===== config.mk =====
export PLATFORM = sky130hd
export DESIGN_NAME = parking_input_frontend
export DESIGN_NICKNAME = d
export VERILOG_FILES = /design/src/rtl/parking_input_frontend.sv
export SDC_FILE = /design/constraint.sdc
export NUM_CORES = 1
export LEC_CHECK = 0
export BUFFER_PORTS_ARGS = -buffer_cell sky130_fd_sc_hd__buf_2
export CAP_MARGIN = 20
export CORE_ASPECT_RATIO = 1.4
export CORE_MARGIN = 10
export CORE_UTILIZATION = 55
export CTS_CLUSTER_DIAMETER = 80
export CTS_CLUSTER_SIZE = 30
export DETAILED_ROUTE_END_ITERATION = 10
export PLACE_DENSITY = 0.76
export SLEW_MARGIN = 20
export SYNTH_ARGS = -nofsm -noshare
export SYNTH_HDL_FRONTEND = slang
export SYNTH_SLANG_ARGS = --single-unit

===== constraint.sdc =====
create_clock -name clk -period 3.9 [get_ports clk]
set_clock_uncertainty 0.05 [all_clocks]
set_input_delay 0.975 -clock clk [delete_from_list [all_inputs] [get_ports clk]]
set_output_delay 0.975 -clock clk [all_outputs]
set_load 0.01 [all_outputs]

===== src/rtl/parking_input_frontend.sv =====
// Input conditioning for the parking gate: synchronised, debounced vehicle sensors
// and a two-digit keypad assembler that presents each completed code for a bounded window.
module parking_input_frontend #(
    parameter int DEBOUNCE_CYCLES = 4,
    parameter int ENTRY_TIMEOUT   = 16,
    parameter int HOLD_CYCLES     = 8
) (
    input  logic       clk,
    input  logic       reset,
    input  logic       front_raw,
    input  logic       back_raw,
    input  logic       key_valid,
    input  logic [1:0] key_digit,
    input  logic       key_clear,
    output logic       Front_Sensor,
    output logic       Back_Sensor,
    output logic [1:0] password_1,
    output logic [1:0] password_2,
    output logic       pass_ready,
    output logic [1:0] entry_state,
    output logic [1:0] pending_digit
);

    localparam logic [7:0] DEB_LAST   = 8'(DEBOUNCE_CYCLES - 1);
    localparam logic [7:0] ENTRY_LAST = 8'(ENTRY_TIMEOUT - 1);
    localparam logic [7:0] HOLD_LAST  = 8'(HOLD_CYCLES - 1);

    localparam logic [1:0] ST_EMPTY     = 2'd0;
    localparam logic [1:0] ST_ONE_DIGIT = 2'd1;
    localparam logic [1:0] ST_FULL      = 2'd2;

    // ------------------------------------------------------------------
    // Sensor path: bit 0 is the front sensor, bit 1 the back sensor.
    // ------------------------------------------------------------------
    logic [1:0]      raw_in;
    logic [1:0]      sync1;
    logic [1:0]      sync2;
    logic [1:0]      sens_out;
    logic [1:0][7:0] deb_cnt;

    assign raw_in = {back_raw, front_raw};

    always_ff @(posedge clk) begin
        if (reset) begin
            sync1    <= '0;
            sync2    <= '0;
            sens_out <= '0;
            deb_cnt  <= '0;
        end else begin
            sync1 <= raw_in;
            sync2 <= sync1;
            // A level must disagree with the output for DEBOUNCE_CYCLES
            // consecutive cycles before the output follows it.
            for (int i = 0; i < 2; i++) begin
                if (sync2[i] == sens_out[i]) begin
                    deb_cnt[i] <= 8'd0;
                end else if (deb_cnt[i] == DEB_LAST) begin
                    sens_out[i] <= sync2[i];
                    deb_cnt[i]  <= 8'd0;
                end else begin
                    deb_cnt[i] <= deb_cnt[i] + 8'd1;
                end
            end
        end
    end

    assign Front_Sensor = sens_out[0];
    assign Back_Sensor  = sens_out[1];

    // ------------------------------------------------------------------
    // Keypad entry. There is no valid/ready handshake anywhere here:
    // key_valid is a one-cycle strobe per key press that is always
    // accepted, and the assembled pair is offered downstream without
    // backpressure for HOLD_CYCLES cycles, marked by one pass_ready pulse.
    // ------------------------------------------------------------------
    logic [1:0] state;
    logic [1:0] pending;
    logic [7:0] timer;

    always_ff @(posedge clk) begin
        if (reset || key_clear) begin
            state      <= ST_EMPTY;
            pending    <= 2'b00;
            timer      <= 8'd0;
            password_1 <= 2'b00;
            password_2 <= 2'b00;
            pass_ready <= 1'b0;
        end else begin
            pass_ready <= 1'b0;
            case (state)
                ST_EMPTY: begin
                    if (key_valid) begin
                        pending <= key_digit;
                        state   <= ST_ONE_DIGIT;
                        timer   <= 8'd0;
                    end
                end

                ST_ONE_DIGIT: begin
                    if (key_valid) begin
                        password_1 <= pending;
                        password_2 <= key_digit;
                        pass_ready <= 1'b1;
                        pending    <= 2'b00;
                        state      <= ST_FULL;
                        timer      <= 8'd0;
                    end else if (timer == ENTRY_LAST) begin
                        pending <= 2'b00;
                        state   <= ST_EMPTY;
                        timer   <= 8'd0;
                    end else begin
                        timer <= timer + 8'd1;
                    end
                end

                ST_FULL: begin
                    // A new key during the hold window starts the next entry
                    // and withdraws the displayed pair immediately.
                    if (key_valid) begin
                        password_1 <= 2'b00;
                        password_2 <= 2'b00;
                        pending    <= key_digit;
                        state      <= ST_ONE_DIGIT;
                        timer      <= 8'd0;
                    end else if (timer == HOLD_LAST) begin
                        password_1 <= 2'b00;
                        password_2 <= 2'b00;
                        state      <= ST_EMPTY;
                        timer      <= 8'd0;
                    end else begin
                        timer <= timer + 8'd1;
                    end
                end

                default: begin
                    password_1 <= 2'b00;
                    password_2 <= 2'b00;
                    pending    <= 2'b00;
                    state      <= ST_EMPTY;
                    timer      <= 8'd0;
                end
            endcase
        end
    end

    assign entry_state   = state;
    assign pending_digit = pending;

endmodule

Word-level counts from Yosys, hierarchy flattened

Index checks and enable logic that the tools add are counted.

Word-level logic and storage cells: 63
Bits of input ports: 8
Register bits after elaboration: 39
Output and inout bits: 11

Bitwise operators: 4
Equality and inequality tests: 13
Multiplexer cells: 20
$add $sub $neg: 3
Reduce and logical (&&, ||, !) cells: 11

Operators by type and width:

| cell                  | number |
|---|---|
| $mux W8               | 5 |
| $add A8 B1 Y8 const B | 3 |
| $pmux W8 S3           | 1 |
| $mux W2               | 9 |
| $pmux W2 S3           | 3 |
| $eq A8 B2 Y1 const B  | 2 |
| $eq A8 B3 Y1 const B  | 1 |
| $eq A8 B4 Y1 const B  | 1 |
| $ne A3 B3 Y1 const B  | 2 |
| $reduce_and A2 Y1     | 3 |
| $reduce_and A3 Y1     | 2 |
| $reduce_or A3 Y1      | 2 |
| $ne A2 B2 Y1 const B  | 2 |
| $not A1 Y1            | 4 |
| $pmux W2 S2           | 1 |
| $reduce_or A2 Y1      | 2 |
| $eq A1 B1 Y1          | 2 |
| $eq A2 B1 Y1 const B  | 1 |
| $eq A2 B2 Y1 const B  | 1 |
| $logic_not A2 Y1      | 1 |
| $ne A2 B1 Y1 const B  | 1 |
| $logic_or A1 B1 Y1    | 1 |
| $mux W1               | 1 |

Logic depth before layout (Yosys ltp)

Depth in word-level cells: 4
Gate-level depth with buffers: 7
Mapped depth without buffers: 6

Worst setup path before layout

OpenSTA, ideal clock, no wires.

Kind: input to register
Start: in key_valid
End: reg pending[0] (netlist: pending_digit[0])
Setup slack: 1807 ps
Setup time: 118 ps
Stages: 5
Required time: 3732 ps
Data arrival time: 1924 ps
Path buffers: 1
Cells stage by stage: nand2b_1 > clkbuf_1 > nand4_1 > o31a_2 > mux2i_1

Cells in the longest elaborated chain, start to end: 2
Elaborated cells on any way between the ends: 5
Classes of those cells: 2 x eq/ne; 2 x mux; 1 x reduce/logical

RTL lines:

| item                                                    | RTL line | source |
|---|---|---|
| from (decl)                                             | 12       | `input logic key_valid,` |
| $mux W2 (tied with other cells)                         | 100      | `if (key_valid) begin` |
| $pmux W2 S2 / $reduce_and A2 Y1 (equally long branches) | -        |  |
| to (signal assigned)                                    | 93       | `pending <= key_digit;` |
| to (signal assigned)                                    | 122      | `pending <= key_digit;` |
| to (decl)                                               | 77       | `logic [1:0] pending;` |

Several ways; a longest one is shown, not always the timed one.
A chain may end at the register's enable or synchronous reset.

Final worst setup path

Start: in key_valid
End: reg pending[1] (netlist: pending_digit[1])

Same word-level chain as after synthesis.

==> flow_metrics.env <==
export IMPL_min_period_ns=1.98
export IMPL_syn_nets=200
export IMPL_first_pass_iters=4
export IMPL_dp_slack_ns=1.63
export IMPL_grt_overflow_total=0
export IMPL_ys_async_sr_fraction_pct=0
export IMPL_leakage_nw=0.750
export IMPL_worst_pin_slew_ns=0.435
export IMPL_crit_type="primary input to flop"
export IMPL_setup_tns_ns=0
export IMPL_place_detailed_hpwl_mm=2.53
export IMPL_htreeDepth=2
export IMPL_worstPathMaxFanout=7
export IMPL_synth_edf_count=0
export IMPL_gp_congestion=0.897
export IMPL_worstPathCellList="buf_2 > nand2b_1 > nand4_1 > o31a_2 > mux2i_1"
export IMPL_insertion_delay_ns=0.29
export IMPL_setup_slack_ns=1.92
export IMPL_core_um2=2910
export IMPL_grt_total_usage_pct=12.7
export IMPL_core_rowCount=23
export IMPL_cap_violations=0
export IMPL_clock_sinks=39
export IMPL_drive_above_1_share_pct=16.3
export IMPL_dieArea_um2=5720
export IMPL_hp_class="flop to flop"
export IMPL_cp_start_kind="primary input"
export IMPL_switchingPower_mw=0.165
export IMPL_power_frac_seq_pct=57.5
export IMPL_ys_types=34
export IMPL_ys_seq_area_share_pct=46.2
export IMPL_cts_root_buf="clkbuf_8"
export IMPL_slowest_delay_ns=0.36
export IMPL_p_sw_share_pct=23.4
export IMPL_crit_arrival_ns=2.11
export IMPL_hold_violations=0
export IMPL_yosysWarnings=0
export IMPL_drt_initial_drc_count=68
export IMPL_setup_violations_final=0
export IMPL_grt_pass1_wl_mm=5.78
export IMPL_seqCellArea_um2=781
export IMPL_final_period_utilization_pct=50.7
export IMPL_cts_tree="done"
export IMPL_final_nets=222
export IMPL_cts_buffers=5
export IMPL_ios=19
export IMPL_slew_viol_final=0
export IMPL_area_growth_pct=12.7
export IMPL_crit_required_ns=4.03
export IMPL_wl_per_cell_um=13.7
export IMPL_diodes=0
export IMPL_status="completed"
export IMPL_nFillCells=245
export IMPL_timing_hold_ws_ns=0.398
export IMPL_route_detailed_drc=0
export IMPL_slew_headroom_pct=70.6
export IMPL_ctsHoldBuffers=0
export IMPL_grt_max_degree=14
export IMPL_cts_resized=0
export IMPL_io_buffer_count=18
export IMPL_syn_cell_area_um2=1690
export IMPL_cts_setup_buffers=0
export IMPL_postSynthRegisterBits=39
export IMPL_combPwrFrac_pct=4.9
export IMPL_synthCells=185
export IMPL_gr_usage_met1_pct=11.6
export IMPL_grt_met3_usage_pct=5.08
export IMPL_path_clk_slew_ns=0.08
export IMPL_gr_usage_met2_pct=23.4
export IMPL_routed_wl_mm=3.36
export IMPL_syn_avg_cell_area_um2=9.14
export IMPL_ys_flop_type="dfxtp_1"
export IMPL_timing_fmax_mhz=505
export IMPL_die_x_um=66.9
export IMPL_grt_setup_unrepaired="no"
export IMPL_start_util_pct=58.2
export IMPL_vias_per_cell=5.56
export IMPL_first_global_vias=1386
export IMPL_slowest_stage="o31a_2"
export IMPL_p_per_area_nw_per_um2=370
export IMPL_via_count=1362
export IMPL_multiInputGateArea_um2=883
export IMPL_clk_path_buf_depth=2
export IMPL_irDropWorstVdd_v=0.000406
export IMPL_drtAntennaViolNets=0
export IMPL_antenna_found_initial=0
export IMPL_end_kind="flop"
export IMPL_die_y_um=85.6
export IMPL_p_int_mw=0.540
export IMPL_clkPwrFrac_pct=37.6
export IMPL_grt_busiest_layer="met2"
[layout by cell type, fill, tap and decap left out, types with 2 or more instances in the layout]
cell	netlist	final
inv_1	4	4
o21ai_0	6	6
xor2_1	13	13
buf_2	0	18
xnor2_1	6	6
nand4_1	3	3
nor2_1	29	29
nand2_1	16	16
clkinvlp_4	0	2
nor3_1	4	4
or4_4	2	2
nand3_1	13	13
nor2b_1	4	4
mux2i_1	4	4
nor4b_1	2	2
clkbuf_8	0	5
dfxtp_1	39	39
ha_1	7	7
a21oi_1	8	8
and3_1	6	6
[flip-flops by register name (all words and copies together) (netlist names)]
signal         count
sync2              2
pass_ready         1
timer              8
pending_digit      2
sync1              2
deb_cnt           16
password_2         2
password_1         2
entry_state        2
sens_out           2
[Yosys cell counts, drive strengths merged (2+ instances only)]
cell type | instances | area, um2
nor3 | 4 | 20.0
nand2 | 16 | 60.1
and3 | 6 | 37.5
nand4 | 3 | 18.8
xnor2 | 6 | 52.6
o21ai | 6 | 30.0
or4 | 2 | 22.5
nor2b | 5 | 33.8
ha | 7 | 87.6
xor2 | 13 | 114
nor2 | 29 | 109
inv | 4 | 15.0
nand3 | 13 | 65.1
a21oi | 8 | 40.0
clkbuf | 3 | 11.3
mux2i | 4 | 40.0
dfxtp | 39 | 781
nor4b | 2 | 17.5
[power groups by stage]
| stage | Combinational (mW) | Sequential [mW] | Clock [mW] |
|---|---|---|---|
| after floorplan | 0.0238 | 0.415 | 0 |
| final | 0.0344 | 0.405 | 0.265 |
| after global routing | 0.0385 | 0.406 | 0.293 |
| after global placement | 0.0334 | 0.415 | 0 |
| after CTS | 0.0345 | 0.405 | 0.276 |
| after detailed placement | 0.0344 | 0.415 | 0 |
[layout make-up]
| type | instances | area share, % |
|---|---|---|
| Multi-Input combinational cell | 139 | 46.4 |
| Inverter | 4 | 0.788 |
| Clock buffer | 5 | 3.61 |
| Clock inverter | 3 | 1.05 |
| Timing Repair Buffer | 18 | 4.73 |
| Sequential cell | 39 | 41.0 |
| Tap cell | 37 | 2.43 |
[cell families after synthesis]
logic type / Yosys count / share of synthesized area, %
AO/OA/AOI/OAI: 20 / 8.14
XOR/XNOR: 19 / 9.84
adder cells (fa/ha/maj): 7 / 5.18
buffers and inverters: 7 / 1.55
flip-flops: 39 / 46.2
multiplexers: 5 / 3.03
AND/OR/NAND/NOR: 88 / 26.1
[routing by layer]
| layer | up-vias | wire, um |
|---|---|---|
| li1 | 679 | - |
| met1 | 649 | 1300 |
| met2 | 28 | 1850 |
| met3 | 6 | 156 |
| met4 | 0 | 63 |
| met5 | - | 0 |
[worst paths after layout]
kind | start | to | slack [ns] | depth (start not counted)
hold reg to reg | sync1[0] | sync2[0] | 0.40 | 1
hold / removal | sync1[0] | sync2[0] | 0.40 | 1
setup reg to reg | entry_state[0] | timer[0] | 1.96 | 6
setup / recovery | key_valid | pending_digit[1] | 1.92 | 5
[critical path: cells and delay by family]
kind / cells / cell delay, ns
AND/OR/NAND/NOR: 2 / 0.51
AO/OA/AOI/OAI: 1 / 0.36
buffers and inverters: 1 / 0.14
multiplexers: 1 / 0.13
[metrics by stage]
| stage | std cells | util, % | instance area [um2] | power [mW] |
|---|---|---|---|---|
| finish | 245 | 65.5 | 1900 | 0.705 |
| global route | 245 | 65.5 | 1900 | 0.737 |
| CTS | 245 | 65.5 | 1900 | 0.716 |
| detailed placement | 237 | 62.5 | 1820 | 0.449 |
| global placement | 237 | 62.5 | 1820 | 0.448 |
| floorplan | 185 | - | 1690 | 0.439 |
Power figures use the tool's default switching activity.
